<file path="src/rtl/sysid_reader_pkg.sv">
// Shared types and constants for the system-ID reader.
// The default ID/timestamp values are also consumed by the sysid generator scripts.
package sysid_reader_pkg;

    typedef enum logic [2:0] {
        ST_IDLE    = 3'd0,
        ST_REQ_ID  = 3'd1,
        ST_WAIT_ID = 3'd2,
        ST_REQ_TS  = 3'd3,
        ST_WAIT_TS = 3'd4,
        ST_DONE    = 3'd5
    } state_e;

    typedef enum logic [1:0] {
        TX_IDLE = 2'd0,
        TX_REQ  = 2'd1,
        TX_WAIT = 2'd2
    } txn_state_e;

    localparam logic ADDR_ID = 1'b0;
    localparam logic ADDR_TS = 1'b1;

    localparam logic [31:0] DEFAULT_EXPECTED_ID = 32'h0000_1337;
    localparam logic [31:0] DEFAULT_EXPECTED_TS = 32'h5672_A766;

    localparam int TMO_W = 16;

    // Last counter value a transaction may reach before it is abandoned.
    function automatic logic [TMO_W-1:0] tmo_last(input int cycles);
        return TMO_W'(cycles - 1);
    endfunction

endpackage

</file>
<file path="src/rtl/sysid_reader_txn.sv">
// Single Avalon-MM read with a per-transaction timeout covering request and data wait.
// The counter restarts on every go and never runs past its last value.
module sysid_reader_txn
    import sysid_reader_pkg::*;
#(
    parameter int TIMEOUT_CYCLES = 255
) (
    input  logic        clock,
    input  logic        reset,
    input  logic        go_i,
    input  logic        addr_i,
    input  logic        avm_waitrequest_i,
    input  logic [31:0] avm_readdata_i,
    input  logic        avm_readdatavalid_i,
    output logic        avm_read_o,
    output logic        avm_address_o,
    output logic [31:0] data_o,
    output logic        valid_o,
    output logic        timed_out_o
);

    localparam logic [TMO_W-1:0] CNT_LAST = tmo_last(TIMEOUT_CYCLES);

    txn_state_e       state_q, state_d;
    logic             addr_q, addr_d;
    logic [TMO_W-1:0] cnt_q, cnt_d;

    always_ff @(posedge clock) begin
        if (reset) begin
            state_q <= TX_IDLE;
            addr_q  <= 1'b0;
            cnt_q   <= '0;
        end else begin
            state_q <= state_d;
            addr_q  <= addr_d;
            cnt_q   <= cnt_d;
        end
    end

    always_comb begin
        state_d     = state_q;
        addr_d      = addr_q;
        cnt_d       = cnt_q;
        valid_o     = 1'b0;
        timed_out_o = 1'b0;

        case (state_q)
            TX_REQ: begin
                cnt_d = cnt_q + TMO_W'(1);
                // Data cannot arrive in the acceptance cycle, so the last count aborts even if accepted.
                if (cnt_q == CNT_LAST) begin
                    timed_out_o = 1'b1;
                    state_d     = TX_IDLE;
                    cnt_d       = '0;
                end else if (!avm_waitrequest_i) begin
                    state_d = TX_WAIT;
                end
            end
            TX_WAIT: begin
                cnt_d = cnt_q + TMO_W'(1);
                if (avm_readdatavalid_i) begin
                    valid_o = 1'b1;
                    state_d = TX_IDLE;
                    cnt_d   = '0;
                end else if (cnt_q == CNT_LAST) begin
                    timed_out_o = 1'b1;
                    state_d     = TX_IDLE;
                    cnt_d       = '0;
                end
            end
            default: ;
        endcase

        if (go_i) begin
            state_d = TX_REQ;
            addr_d  = addr_i;
            cnt_d   = '0;
        end
    end

    assign avm_read_o    = (state_q == TX_REQ);
    assign avm_address_o = avm_read_o & addr_q;
    assign data_o        = avm_readdata_i;

endmodule

</file>
<file path="src/rtl/sysid_reader.sv">
// Reads the sysid ID and build-timestamp words and checks them against expected values.
// Results are held until the next accepted start.
//
//   state    | meaning
//   ---------+----------------------------------------------
//   IDLE     | after reset; waits for start (or auto-start)
//   REQ_ID   | read request for ID word (address 0)
//   WAIT_ID  | waiting for ID data
//   REQ_TS   | read request for timestamp word (address 1)
//   WAIT_TS  | waiting for timestamp data
//   DONE     | results valid; start begins a new check
module sysid_reader
    import sysid_reader_pkg::*;
#(
    parameter logic [31:0] EXPECTED_ID    = DEFAULT_EXPECTED_ID,
    parameter logic [31:0] EXPECTED_TS    = DEFAULT_EXPECTED_TS,
    parameter int          TIMEOUT_CYCLES = 255,
    parameter bit          AUTO_START     = 1'b1
) (
    input  logic        clock,
    input  logic        reset,
    input  logic        start,
    output logic        avm_address,
    output logic        avm_read,
    input  logic        avm_waitrequest,
    input  logic [31:0] avm_readdata,
    input  logic        avm_readdatavalid,
    output logic        busy,
    output logic        done,
    output logic        pass,
    output logic        id_ok,
    output logic        ts_ok,
    output logic        timeout,
    output logic [31:0] id_value,
    output logic [31:0] ts_value
);

    state_e      state_q, state_d;
    logic [31:0] id_value_q, id_value_d;
    logic [31:0] ts_value_q, ts_value_d;
    logic        id_ok_q, id_ok_d;
    logic        ts_ok_q, ts_ok_d;
    logic        timeout_q, timeout_d;
    logic        pass_q, pass_d;

    logic        txn_go;
    logic        txn_addr;
    logic [31:0] txn_data;
    logic        txn_valid;
    logic        txn_timed_out;

    sysid_reader_txn #(
        .TIMEOUT_CYCLES (TIMEOUT_CYCLES)
    ) u_txn (
        .clock               (clock),
        .reset               (reset),
        .go_i                (txn_go),
        .addr_i              (txn_addr),
        .avm_waitrequest_i   (avm_waitrequest),
        .avm_readdata_i      (avm_readdata),
        .avm_readdatavalid_i (avm_readdatavalid),
        .avm_read_o          (avm_read),
        .avm_address_o       (avm_address),
        .data_o              (txn_data),
        .valid_o             (txn_valid),
        .timed_out_o         (txn_timed_out)
    );

    always_ff @(posedge clock) begin
        if (reset) begin
            state_q    <= ST_IDLE;
            id_value_q <= '0;
            ts_value_q <= '0;
            id_ok_q    <= 1'b0;
            ts_ok_q    <= 1'b0;
            timeout_q  <= 1'b0;
            pass_q     <= 1'b0;
        end else begin
            state_q    <= state_d;
            id_value_q <= id_value_d;
            ts_value_q <= ts_value_d;
            id_ok_q    <= id_ok_d;
            ts_ok_q    <= ts_ok_d;
            timeout_q  <= timeout_d;
            pass_q     <= pass_d;
        end
    end

    always_comb begin
        state_d    = state_q;
        id_value_d = id_value_q;
        ts_value_d = ts_value_q;
        id_ok_d    = id_ok_q;
        ts_ok_d    = ts_ok_q;
        timeout_d  = timeout_q;
        pass_d     = pass_q;
        txn_go     = 1'b0;
        txn_addr   = ADDR_ID;

        case (state_q)
            ST_IDLE: begin
                if (start || AUTO_START) begin
                    state_d = ST_REQ_ID;
                    txn_go  = 1'b1;
                end
            end
            ST_REQ_ID, ST_WAIT_ID: begin
                if (txn_timed_out) begin
                    state_d   = ST_DONE;
                    timeout_d = 1'b1;
                    pass_d    = 1'b0;
                end else if (txn_valid) begin
                    id_value_d = txn_data;
                    id_ok_d    = (txn_data == EXPECTED_ID);
                    state_d    = ST_REQ_TS;
                    txn_go     = 1'b1;
                    txn_addr   = ADDR_TS;
                end else if (state_q == ST_REQ_ID && !avm_waitrequest) begin
                    state_d = ST_WAIT_ID;
                end
            end
            ST_REQ_TS, ST_WAIT_TS: begin
                if (txn_timed_out) begin
                    state_d   = ST_DONE;
                    timeout_d = 1'b1;
                    pass_d    = 1'b0;
                end else if (txn_valid) begin
                    ts_value_d = txn_data;
                    ts_ok_d    = (txn_data == EXPECTED_TS);
                    pass_d     = id_ok_q && (txn_data == EXPECTED_TS);
                    state_d    = ST_DONE;
                end else if (state_q == ST_REQ_TS && !avm_waitrequest) begin
                    state_d = ST_WAIT_TS;
                end
            end
            ST_DONE: begin
                if (start) begin
                    state_d    = ST_REQ_ID;
                    txn_go     = 1'b1;
                    id_value_d = '0;
                    ts_value_d = '0;
                    id_ok_d    = 1'b0;
                    ts_ok_d    = 1'b0;
                    timeout_d  = 1'b0;
                    pass_d     = 1'b0;
                end
            end
            default: state_d = ST_IDLE;
        endcase
    end

    assign busy     = (state_q == ST_REQ_ID) || (state_q == ST_WAIT_ID) ||
                      (state_q == ST_REQ_TS) || (state_q == ST_WAIT_TS);
    assign done     = (state_q == ST_DONE);
    assign pass     = pass_q;
    assign id_ok    = id_ok_q;
    assign ts_ok    = ts_ok_q;
    assign timeout  = timeout_q;
    assign id_value = id_value_q;
    assign ts_value = ts_value_q;

endmodule

</file>
<file path="config.mk">
export PLATFORM = sky130hd
export DESIGN_NAME = sysid_reader
export DESIGN_NICKNAME = d
export VERILOG_FILES = /design/src/rtl/sysid_reader_pkg.sv /design/src/rtl/sysid_reader_txn.sv /design/src/rtl/sysid_reader.sv
export SDC_FILE = /design/constraint.sdc
export NUM_CORES = 1
export LEC_CHECK = 0
export ABC_AREA = 0
export BUFFER_PORTS_ARGS = -buffer_cell sky130_fd_sc_hd__buf_4
export CELL_PAD_IN_SITES_DETAIL_PLACEMENT = 1
export CELL_PAD_IN_SITES_GLOBAL_PLACEMENT = 2
export CORE_MARGIN = 5
export CORE_UTILIZATION = 30
export CTS_CLUSTER_SIZE = 8
export DETAILED_ROUTE_END_ITERATION = 8
export PLACE_DENSITY_LB_ADDON = 0.1
export SKIP_LAST_GASP = 1
export SLEW_MARGIN = 20
export SYNTH_ARGS = -nofsm -noshare
export SYNTH_HDL_FRONTEND = slang
export SYNTH_SLANG_ARGS = --single-unit
export TNS_END_PERCENT = 10
</file>
<file path="constraint.sdc">
create_clock -name clock -period 4.8 [get_ports clock]
set_input_delay 0.24 -clock clock [delete_from_list [all_inputs] [get_ports clock]]
set_output_delay 0.24 -clock clock [all_outputs]
set_load 0.01 [all_outputs]
</file>
==> results of run 1 <==
state kept, by name, summed over array words and instances (netlist names):
name / flops
pass: 1
state_q: 3
timeout: 1
id_ok: 1
id_value: 32
u_txn.addr_q: 1
ts_value: 32
u_txn.state_q: 2
u_txn.cnt_q: 16
ts_ok: 1
through the flow:
step	area, um2	total power, mW	cells
floorplan	3580	0.882	338
global placement	4440	0.953	577
detailed placement	4440	0.954	577
CTS	4760	1.71	593
global route	4760	1.77	593
finish	4760	1.69	593
logic make-up after synthesis:
kind of cell / Yosys count / share of synthesized area (%)
compound gates: 90 / 20.9
fa+ha+maj: 4 / 1.40
mux: 2 / 0.558
xor+xnor: 18 / 4.40
buf+inv: 26 / 5.24
flops: 90 / 50.3
simple gates: 108 / 17.2
cells in the final DEF, fill, tap and decap left out, types with 2 or more instances in the layout:
cell / synthesis / routed
ha_1: 4 / 4
xor2_1: 8 / 8
clkbuf_8: 0 / 3
and4_1: 3 / 3
a31oi_1: 3 / 3
inv_1: 7 / 7
o21ai_1: 2 / 2
nor2b_1: 4 / 4
mux2i_1: 2 / 2
nand4_1: 8 / 8
a22o_1: 63 / 63
clkbuf_16: 0 / 9
o21ai_0: 4 / 4
nand4b_1: 2 / 2
nand2_1: 24 / 24
and3b_1: 2 / 2
o22ai_1: 2 / 2
buf_4: 3 / 110
nor2_1: 26 / 26
a21oi_4: 2 / 2
nand3_1: 11 / 11
a21oi_1: 7 / 7
inv_6: 0 / 2
nor3_1: 6 / 6
nor4_1: 5 / 5
and2_1: 2 / 2
nand3b_1: 2 / 2
xnor2_1: 10 / 10
dfxtp_1: 90 / 90
power groups by stage:
| stage | sequential (mW) | clock (mW) | combinational (mW) |
|---|---|---|---|
| floorplan | 0.785 | 0 | 0.0975 |
| global placement | 0.789 | 0 | 0.163 |
| detailed placement | 0.790 | 0 | 0.164 |
| CTS | 0.773 | 0.775 | 0.165 |
| global route | 0.775 | 0.815 | 0.179 |
| finish | 0.773 | 0.752 | 0.162 |
final cells by class:
class / instances / area [um2]
clock inverter: 4 / 55.1
sequential: 90 / 1800
tap: 147 / 184
inverter: 8 / 30.0
timing repair buffer: 110 / 826
fill: 1322 / 7100
clock buffer: 12 / 267
multi-input combinational: 222 / 1600
synthesized netlist by cell type, types with 4 or more instances:
| library cell | n |
|---|---|
| nand3_1 | 11 |
| nand2_1 | 24 |
| buf_6 | 10 |
| ha_1 | 4 |
| dfxtp_1 | 90 |
| nor3_1 | 6 |
| nor4_1 | 5 |
| nand4_1 | 8 |
| xnor2_1 | 10 |
| a21oi_1 | 7 |
| a22o_1 | 63 |
| nor2b_1 | 4 |
| xor2_1 | 8 |
| o21ai_0 | 4 |
| inv_1 | 7 |
| nor2_1 | 26 |
routing by layer:
layer	vias to the layer above	part of all wire, %	routed length (um)
li1	1446	-	-
met1	1437	47	4970
met2	78	47	5060
met3	2	5.6	596
met4	0	0.43	46
met5	-	0	0
worst min-delay path by stage:
stage	from	endpoint	slack (ns)	cells after the start
detailed placement	ts_ok	ts_ok	0.45	2
global placement	ts_ok	ts_ok	0.45	2
finish	reset	u_txn.state_q[0]	0.10	2
floorplan	reset	state_q[2]	0.31	1
CTS	reset	u_txn.state_q[0]	0.09	2
global route	reset	u_txn.state_q[0]	0.09	2
==> results by group, run 1 <==
STA
  – Final hold vios: 0
  – Final Critical Period: 2.43 ns
  – Worst Tran Pin Value: 0.956 ns
  – Worst slew margin: 36.1%
  – Tcrit/Tclk final: 50.6%
  – Final setup viols: 0
  – Unrepaired setup endpoints after global routing: no
  – Max Clock Skew: approximately 0.0070 ns
  – Setup WS post-layout: 2.37 ns
  – Max-slew violations: 0
  – Worst hold margin: roughly 0.10 ns
  – Final setup TNS: 0 ns
  – Achievable frequency: 411 MHz

Finish
  – N_diodes: 0
  – Layout cells sized above 1: 31.2%
  – Area Overhead vs Synth: 32.7%
  – Final net count: 482
  – Final core occ: 40.1%

Worst setup path
  – Critical setup path kind: reg -> reg
  – Reg-to-Reg End: id_value[28]
  – Setup crit end: id_value[28]
  – Worst Path Buf+Inv: 2
  – CP endpoint kind: register
  – Startpoint types: register
  – Crit path required time: 5.08 ns
  – Max FO, Critical Path: 31
  – Kind of cell adding the most delay to the critical path: compound AO/OA/AOI/OAI gates
  – Slowest stage cell, crit path: a21oi_4
  – Stages on worst setup path: 7
  – Reg2reg setup slack: 2.37 ns
  – Crit path from: u_txn.state_q[0]
  – Critical path cell sequence: inv_1 -> ha_1 -> inv_1 -> o21a_1 -> nand2_2 -> a21oi_4 -> a22o_1
  – Most frequent CP cell: inv_1
  – WP data arrival: 2.71 ns
  – R2R Path Start: u_txn.state_q[0]
  – Max incr delay on CP: 0.78 ns
  – R2R depth: 7

Routing
  – Drt initial violations: approximately 140
  – DRC viols: 0
  – First-pass DRT Iterations: 4
  – Post-route ant nets: 0
  – Vias per cell: 5.00
  – WL final: around 11,000 um
  – DR WL/cell: 18.0 um
  – Routed vias: 2,963

Clocking
  – CTS Hold Buffers Added: 0
  – Clk sink count: 90
  – CTS root buffer: clkbuf_16
  – TritonCTS clock tree: built
  – CTS buffer count: 9
  – Resized Gates After CTS: 0
  – Worst-path clk slew: 0.06 ns
  – H-tree Lvls: 3
  – Setup bufs post-CTS: 0
  – Clock Tree Buf Depth: 2
  – Insertion delay to the later sink of the worst-skew pair: 0.34 ns

Global route
  – Total GRT Usage: 15.2%
  – Via count of the first global-routing pass: 3,097
  – M2 GR Usage: 24.3%
  – Met1 usage: 19.5%
  – Grt peak-use layer: met2
  – Global-route wire length before repair: 17,200 um
  – Initial antenna violation count: 0
  – Largest net degree at the start of global routing: 33
  – Met3 usage: ~5.5%
  – Grt total ovfl: 0

Hold path
  – Worst hold path class: in -> reg

Synthesis
  – Synth unique cells: 51
  – Mapped Avg Cell Area: about 11 um2
  – Synth top area share: 50.3%
  – Post-synthesis async set-or-reset flop share: 0%
  – Synthesized cell area: 0.00358 mm2
  – Cell taking the most area after synthesis: dfxtp_1
  – Warning count from the yosys run: 0
  – Mapped Nets: 379
  – Post-synth EDFFs: 0
  – Synth top area cells: dfxtp_1 50%, a22o_1 15%, buf_6 3.1%, nor2_1 2.7%, nand2_1 2.5%
  – Gate Count Post-Synth: 338
  – Synth Flop Type: dfxtp_1
  – Sequential cell area fraction in the yosys report: 50.3%
  – FF+latch count, synth: 90

Power and ir drop
  – Net Sw Frac: 24.3%
  – Leak: 1.97 nW
  – Seq pwr share: 45.8%
  – Cell internal pwr: around 1.3 mW
  – Sw Pwr: 410 uW
  – Power density cells: 354 mW/mm2
  – Combinational fraction of design power: a little under a tenth
  – Clk network pwr share: approximately 45%
  – Maximum VDD drop: between 0.15 and 0.2 mV

Die
  – Starting Density: between 30 and 40%
  – Die Ht: 119 um
  – Num rows: 40
  – Die area: 0.0142 mm2
  – DIE WIDTH: 119 um
  – I/O Pins: roughly 110
  – Core area: about 0.012 mm2

Run status
  – Outcome: finished, final reports clean

Placed design
  – Dpl ws: about 2.4 ns
  – Post-DP HPWL: 7800 um
  – Port Buffers: 108
  – Final Wtd Congestion: 0.740

Run
  – Max-cap violations: 0
No activity file was read; power rests on OpenSTA's default activity.
==> run 2: changes to the inputs <==
==> constraint.sdc (replaced) <==
create_clock -name clock -period 2.4 [get_ports clock]
set_input_delay 0.12 -clock clock [delete_from_list [all_inputs] [get_ports clock]]
set_output_delay 0.12 -clock clock [all_outputs]
set_load 0.01 [all_outputs]
==> run 2 against run 1 <==
  * Setup slack worse by 2.1 ns
  * Sequential share of layout area shrank 0.85 points
  * Die area stayed put
  * Critical path depth rose by 1
  * Hold slack worse by 0.086 ns
  * Core utilization rose by 0.92 points
  * Critical path type unchanged
  * Largest cell class unchanged
  * Largest power group is now the clock network
==> results by group, run 2 (synthesized netlist as in run 1, its figures left out) <==
Run status
  – Outcome: finished, final reports clean

Hold path
  – Worst hold path class: in -> reg
  – Hold_sp: avm_readdata[9]
  – WHS Endpoint: ts_value[9]
  – WHS Path Cells: 2

Finish
  – Most frequent cells in the layout: 117 x buf_4, 90 x dfxtp_1, 63 x a22o_1, 26 x nor2_1, 24 x nand2_1
  – N_diodes: 0
  – Final net count: 492
  – Layout cells sized above 1: 32.2%
  – Final instance area: 0.00487 mm2
  – Commonest non-fill, non-tap cell in the layout: buf_4
  – Fin cells: between 600 and 700
  – Area Overhead vs Synth: 35.8%
  – Final core occ: 41.0%

Die
  – Starting Density: around 30%
  – Core area: 0.0119 mm2
  – Num rows: 40
  – I/O Pins: 109
  – Die area: 0.0142 mm2
  – DIE WIDTH: 119 um
  – Die Ht: 119 um

Clocking
  – Clock Tree Buf Depth: 2
  – Insertion delay to the later sink of the worst-skew pair: 0.34 ns
  – CTS root buffer: clkbuf_16
  – Worst-path clk slew: 0.06 ns
  – Setup bufs post-CTS: 0
  – Clk sink count: 90
  – Resized Gates After CTS: 0
  – TritonCTS clock tree: built
  – H-tree Lvls: 3
  – CTS buffer count: 9

Placed design
  – Cells after DPL: 585
  – Post-DP HPWL: 7920 um
  – Port Buffers: 108
  – Placed inst area: 0.00451 mm2
  – Final Wtd Congestion: around 0.77

Run
  – Max-cap violations: 0

Power and ir drop
  – Leak: 2.03 nW
  – Power density cells: 719 mW/mm2
  – Maximum VDD drop: around 0.28 mV

STA
  – Max-slew violations: 0
  – Worst hold margin: approximately 0.018 ns
  – Unrepaired setup endpoints after global routing: no
  – Final setup viols: 0
  – Final hold vios: 0
  – Final Critical Period: 2.16 ns
  – Achievable frequency: about 460 MHz
  – Max Clock Skew: 0.00437 ns
  – Worst Tran Pin Value: 0.774 ns
  – Final setup TNS: 0 ns
  – Worst slew margin: a little under 50%
  – Tcrit/Tclk final: 90.1%

Global route
  – Total GRT Usage: 15.5%
  – Grt total ovfl: 0
  – Via count of the first global-routing pass: 3,197
  – Largest net degree at the start of global routing: 33
  – Initial antenna violation count: 0
  – Global-route wire length before repair: 17,500 um

Worst setup path
  – Reg2reg setup slack: 0.24 ns
  – R2R Path Start: u_txn.state_q[0]
  – R2R depth: 8
  – Slowest stage cell, crit path: nor2b_2
  – Reg-to-Reg End: ts_value[22]
  – Critical path cell sequence: inv_1 -> ha_1 -> nor2b_1 -> o21ai_0 -> buf_4 -> o21ai_4 -> nor2b_2 -> a22o_1
  – Crit path required time: ~2.7 ns
  – Critical setup path kind: reg -> reg
  – WP data arrival: 2.44 ns
  – Max incr delay on CP: 0.64 ns
  – Max FO, Critical Path: 15
  – CP endpoint kind: register
  – Startpoint types: register

Routing
  – Drt initial violations: 155
  – DRC viols: 0
  – First-pass DRT Iterations: 4
  – Routed vias: 3,066
  – DR WL/cell: about 18 um
  – Vias per cell: 5.08
  – WL final: 11,100 um
  – Post-route ant nets: 0
[run 2: cell types whose count changed in the layout (fill, tap and decap cells not counted)]
cell and delta:
buf_12 +1, buf_4 +7, bufinv_16 +1, clkbuf_1 +1
clkinvlp_4 -1, dlygate4sd3_1 +1, inv_6 -1, nor2b_2 +1
[run 2: through the flow]
| step | total power [mW] | worst slack (ns) |
|---|---|---|
| after floorplan | 1.76 | 0.528 |
| after global placement | 1.93 | 0.320 |
| after detailed placement | 1.93 | 0.247 |
| after CTS | 3.54 | 0.226 |
| after global routing | 3.64 | 0.0581 |
| final | 3.50 | 0.238 |
[run 2: where the power goes]
| part | internal, mW | total (mW) | leakage (nW) | switching [mW] |
|---|---|---|---|---|
| Sequential | 1.52 | 1.54 | 0.726 | 0.0259 |
| Combinational | 0.153 | 0.353 | 1.14 | 0.201 |
| Clock | 1.00 | 1.60 | 0.166 | 0.598 |
| Total | 2.67 | 3.50 | 2.03 | 0.825 |
[run 2: how the worst max path moves through the flow]
stage                           from      endpoint  slack (ns)  cells after the start
global route        u_txn.state_q[0]   ts_value[3]        0.06                      8
CTS                 u_txn.state_q[0]   ts_value[2]        0.23                      8
floorplan           u_txn.state_q[0]   id_value[0]        0.53                      9
detailed placement  u_txn.state_q[0]  ts_value[29]        0.25                      8
global placement    u_txn.state_q[0]  ts_value[12]        0.32                      8
finish              u_txn.state_q[0]  ts_value[22]        0.24                      8
[run 2: per-layer routing]
layer	share of wire, %	up-vias	track usage (%)
met5	0	-	0
met1	47	1500	19.9
met2	46	81	25.1
li1	-	1474	-
met3	5.5	11	3.70
met4	1.5	0	6.01
[run 2: final cells by class]
class	count	area [um2]
clock buffer	13	270
sequential	90	1800
multi-input combinational	223	1600
tap	147	184
clock inverter	3	68.8
timing repair buffer	119	908
fill	1348	6990
inverter	8	30.0
[run 2: critical path, delay by kind of cell, from the launching register on]
family | cells | cell delay (ns)
AND/OR/NAND/NOR | 2 | 0.81
adder cells (fa/ha/maj) | 1 | 0.23
flip-flops | 1 | 0.36
buffers and inverters | 2 | 0.21
AO/OA/AOI/OAI | 3 | 0.50
[run 2: repair_timing]
action,CTS,global route
endpoints found under the setup margin,0,1
hold endpoints to repair,4,0
hold buffers,1,0
==> run 3: changes to the inputs <==
--- a/config.mk
+++ b/config.mk
@@ -13,6 +13,7 @@
 export CORE_UTILIZATION = 30
 export CTS_CLUSTER_SIZE = 8
 export DETAILED_ROUTE_END_ITERATION = 8
+export MAX_ROUTING_LAYER = met4
 export PLACE_DENSITY_LB_ADDON = 0.1
 export SKIP_LAST_GASP = 1
 export SLEW_MARGIN = 20
==> run 3 against run 2 <==
  * Die area stayed put
  * Via count shrank 0.16%
  * Fmax about the same
  * Clock skew is 0.0011 ns higher
  * Register-to-register slack about the same
  * Power shrank 0.14%
  * Hold slack got worse by 0.0022 ns
  * Final area fell by 0.18%
  * Sequential share of layout area increased by 0.067 points
  * Count of clock-buffer cells in the layout unchanged
  * Cell count down 0.17%
  * Routed wire length fell by 2.0%
  * Critical endpoint is now ts_value[27]
  * Largest cell class unchanged
  * Largest power group unchanged
==> results by group, run 3 (synthesized netlist as in run 1, its figures left out) <==
Worst setup path
  – Critical setup path kind: reg -> reg
  – Max FO, Critical Path: 31
  – Max incr delay on CP: ~0.65 ns
  – Reg-to-Reg End: ts_value[27]
  – WP data arrival: ~2.5 ns
  – Slowest stage cell, crit path: nor2b_4
  – Reg2reg setup slack: roughly 0.24 ns
  – Crit path required time: 2.68 ns
  – Startpoint types: register
  – R2R Path Start: u_txn.state_q[0]
  – CP endpoint kind: register
  – Critical path cell sequence: inv_1 -> ha_1 -> nor2b_1 -> o21ai_0 -> buf_4 -> o21ai_4 -> nor2b_4 -> a22o_1
  – R2R depth: 8

Routing
  – Vias per cell: 5.08
  – DRC viols: 0
  – Routed vias: 3,061
  – Drt initial violations: approximately 190
  – WL final: ~11,000 um
  – DR WL/cell: 18.1 um
  – First-pass DRT Iterations: 4
  – Post-route ant nets: 0

Hold path
  – WHS Endpoint: ts_value[24]
  – Worst hold path class: in -> reg
  – WHS Path Cells: 2
  – Hold_sp: avm_readdata[24]

Global route
  – Total GRT Usage: approximately 16%
  – Via count of the first global-routing pass: roughly 3,200
  – Initial antenna violation count: 0
  – Grt total ovfl: 0
  – Global-route wire length before repair: 17,500 um
  – Largest net degree at the start of global routing: 33

Finish
  – Most frequent cells in the layout: 117 x buf_4, 90 x dfxtp_1, 63 x a22o_1, 26 x nor2_1, 24 x nand2_1
  – Area Overhead vs Synth: 35.5%
  – Commonest non-fill, non-tap cell in the layout: buf_4
  – Number of fill cells: ~1,300
  – Fin cells: 602
  – N_diodes: 0
  – Layout cells sized above 1: between 30% and 40%
  – Final net count: 491

Clocking
  – Resized Gates After CTS: 0
  – CTS buffer count: 9
  – H-tree Lvls: 3
  – Worst-path clk slew: approximately 0.070 ns
  – CTS Hold Buffers Added: 1
  – CTS root buffer: clkbuf_16
  – Clk sink count: 90
  – Setup bufs post-CTS: 0
  – Clock Tree Buf Depth: 2
  – TritonCTS clock tree: built
  – Insertion delay to the later sink of the worst-skew pair: 0.34 ns

STA
  – Final Critical Period: 2.16 ns
  – Final hold vios: 0
  – Worst slew margin: between 40% and 50%
  – Worst hold margin: ~0.016 ns
  – Tcrit/Tclk final: 90.1%
  – Unrepaired setup endpoints after global routing: no
  – Final setup TNS: 0 ns
  – Max-slew violations: 0
  – Max Clock Skew: 0.00544 ns
  – Setup WS post-layout: 0.237 ns
  – Achievable frequency: 462 MHz
  – Worst Tran Pin Value: roughly 0.8 ns
  – Final setup viols: 0

Power and ir drop
  – Maximum VDD drop: 0.278 mV
  – Leak: around 2.0 nW
  – Power density cells: just over 700 mW/mm2

Placed design
  – Port Buffers: 108
  – Cells after DPL: 585
  – Final Wtd Congestion: 0.785
  – Dpl ws: approximately 0.25 ns
  – Post-DP HPWL: 7920 um

Die
  – DIE WIDTH: 119 um
  – Core area: 0.0119 mm2
  – Starting Density: 30.2%
  – Num rows: 40
  – Die Ht: 119 um
  – Die area: approximately 0.014 mm2
  – I/O Pins: 109

Run
  – Max-cap violations: 0

Run status
  – Outcome: finished, final reports clean
run 3: cell types whose count changed in the layout (fill, tap and decap cells not counted):
cell     change
nor2b_2      -1
run 3: metrics by stage:
step                      util, %  power [mW]  instance area [um2]
after CTS                    41.0        3.54                 4860
after detailed placement     38.0        1.93                 4510
final                        41.0        3.49                 4860
after floorplan                 -        1.76                 3580
after global placement       38.0        1.93                 4510
after global routing         41.0        3.64                 4860
run 3: worst max-delay path by stage:
stage                      from            to  slack, ns  depth (start not counted)
4_1_cts        u_txn.state_q[0]   ts_value[2]       0.23                          8
2_1_floorplan  u_txn.state_q[0]   id_value[0]       0.53                          9
3_3_place_gp   u_txn.state_q[0]  ts_value[12]       0.32                          8
6_report       u_txn.state_q[0]  ts_value[27]       0.24                          8
5_1_grt        u_txn.state_q[0]  ts_value[19]     0.0002                          8
3_5_place_dp   u_txn.state_q[0]  ts_value[29]       0.25                          8
run 3: final cells by class:
cell class / instances / area, um2 / share of cell area (%)
Clock inverter: 3 / 68.8 / 1.42
Tap cell: 147 / 184 / 3.79
Inverter: 8 / 30.0 / 0.618
Sequential cell: 90 / 1800 / 37.1
Timing Repair Buffer: 119 / 908 / 18.7
Clock buffer: 13 / 270 / 5.56
Multi-Input combinational cell: 222 / 1600 / 32.8
run 3: critical path: cells and delay by family, from the launching register on:
kind	cells	cell delay, ns
AOI/OAI and AO/OA	3	0.48
DFF	1	0.36
adders and majority gates	1	0.23
and+or+nand+nor	2	0.82
buffers and inverters	2	0.21
run 3: power breakdown:
| group | switching [mW] | total, mW | internal (mW) |
|---|---|---|---|
| Combinational | 0.198 | 0.351 | 0.152 |
| Sequential | 0.0258 | 1.54 | 1.52 |
| Clock | 0.596 | 1.60 | 1.00 |
run 3: metal layers:
layer	global-route usage [%]	part of all wire [%]	vias to the layer above
met5	-	0	-
met4	6.01	1.6	0
li1	-	-	1472
met1	20.0	47	1502
met2	25.0	46	75
met3	3.66	5.5	12
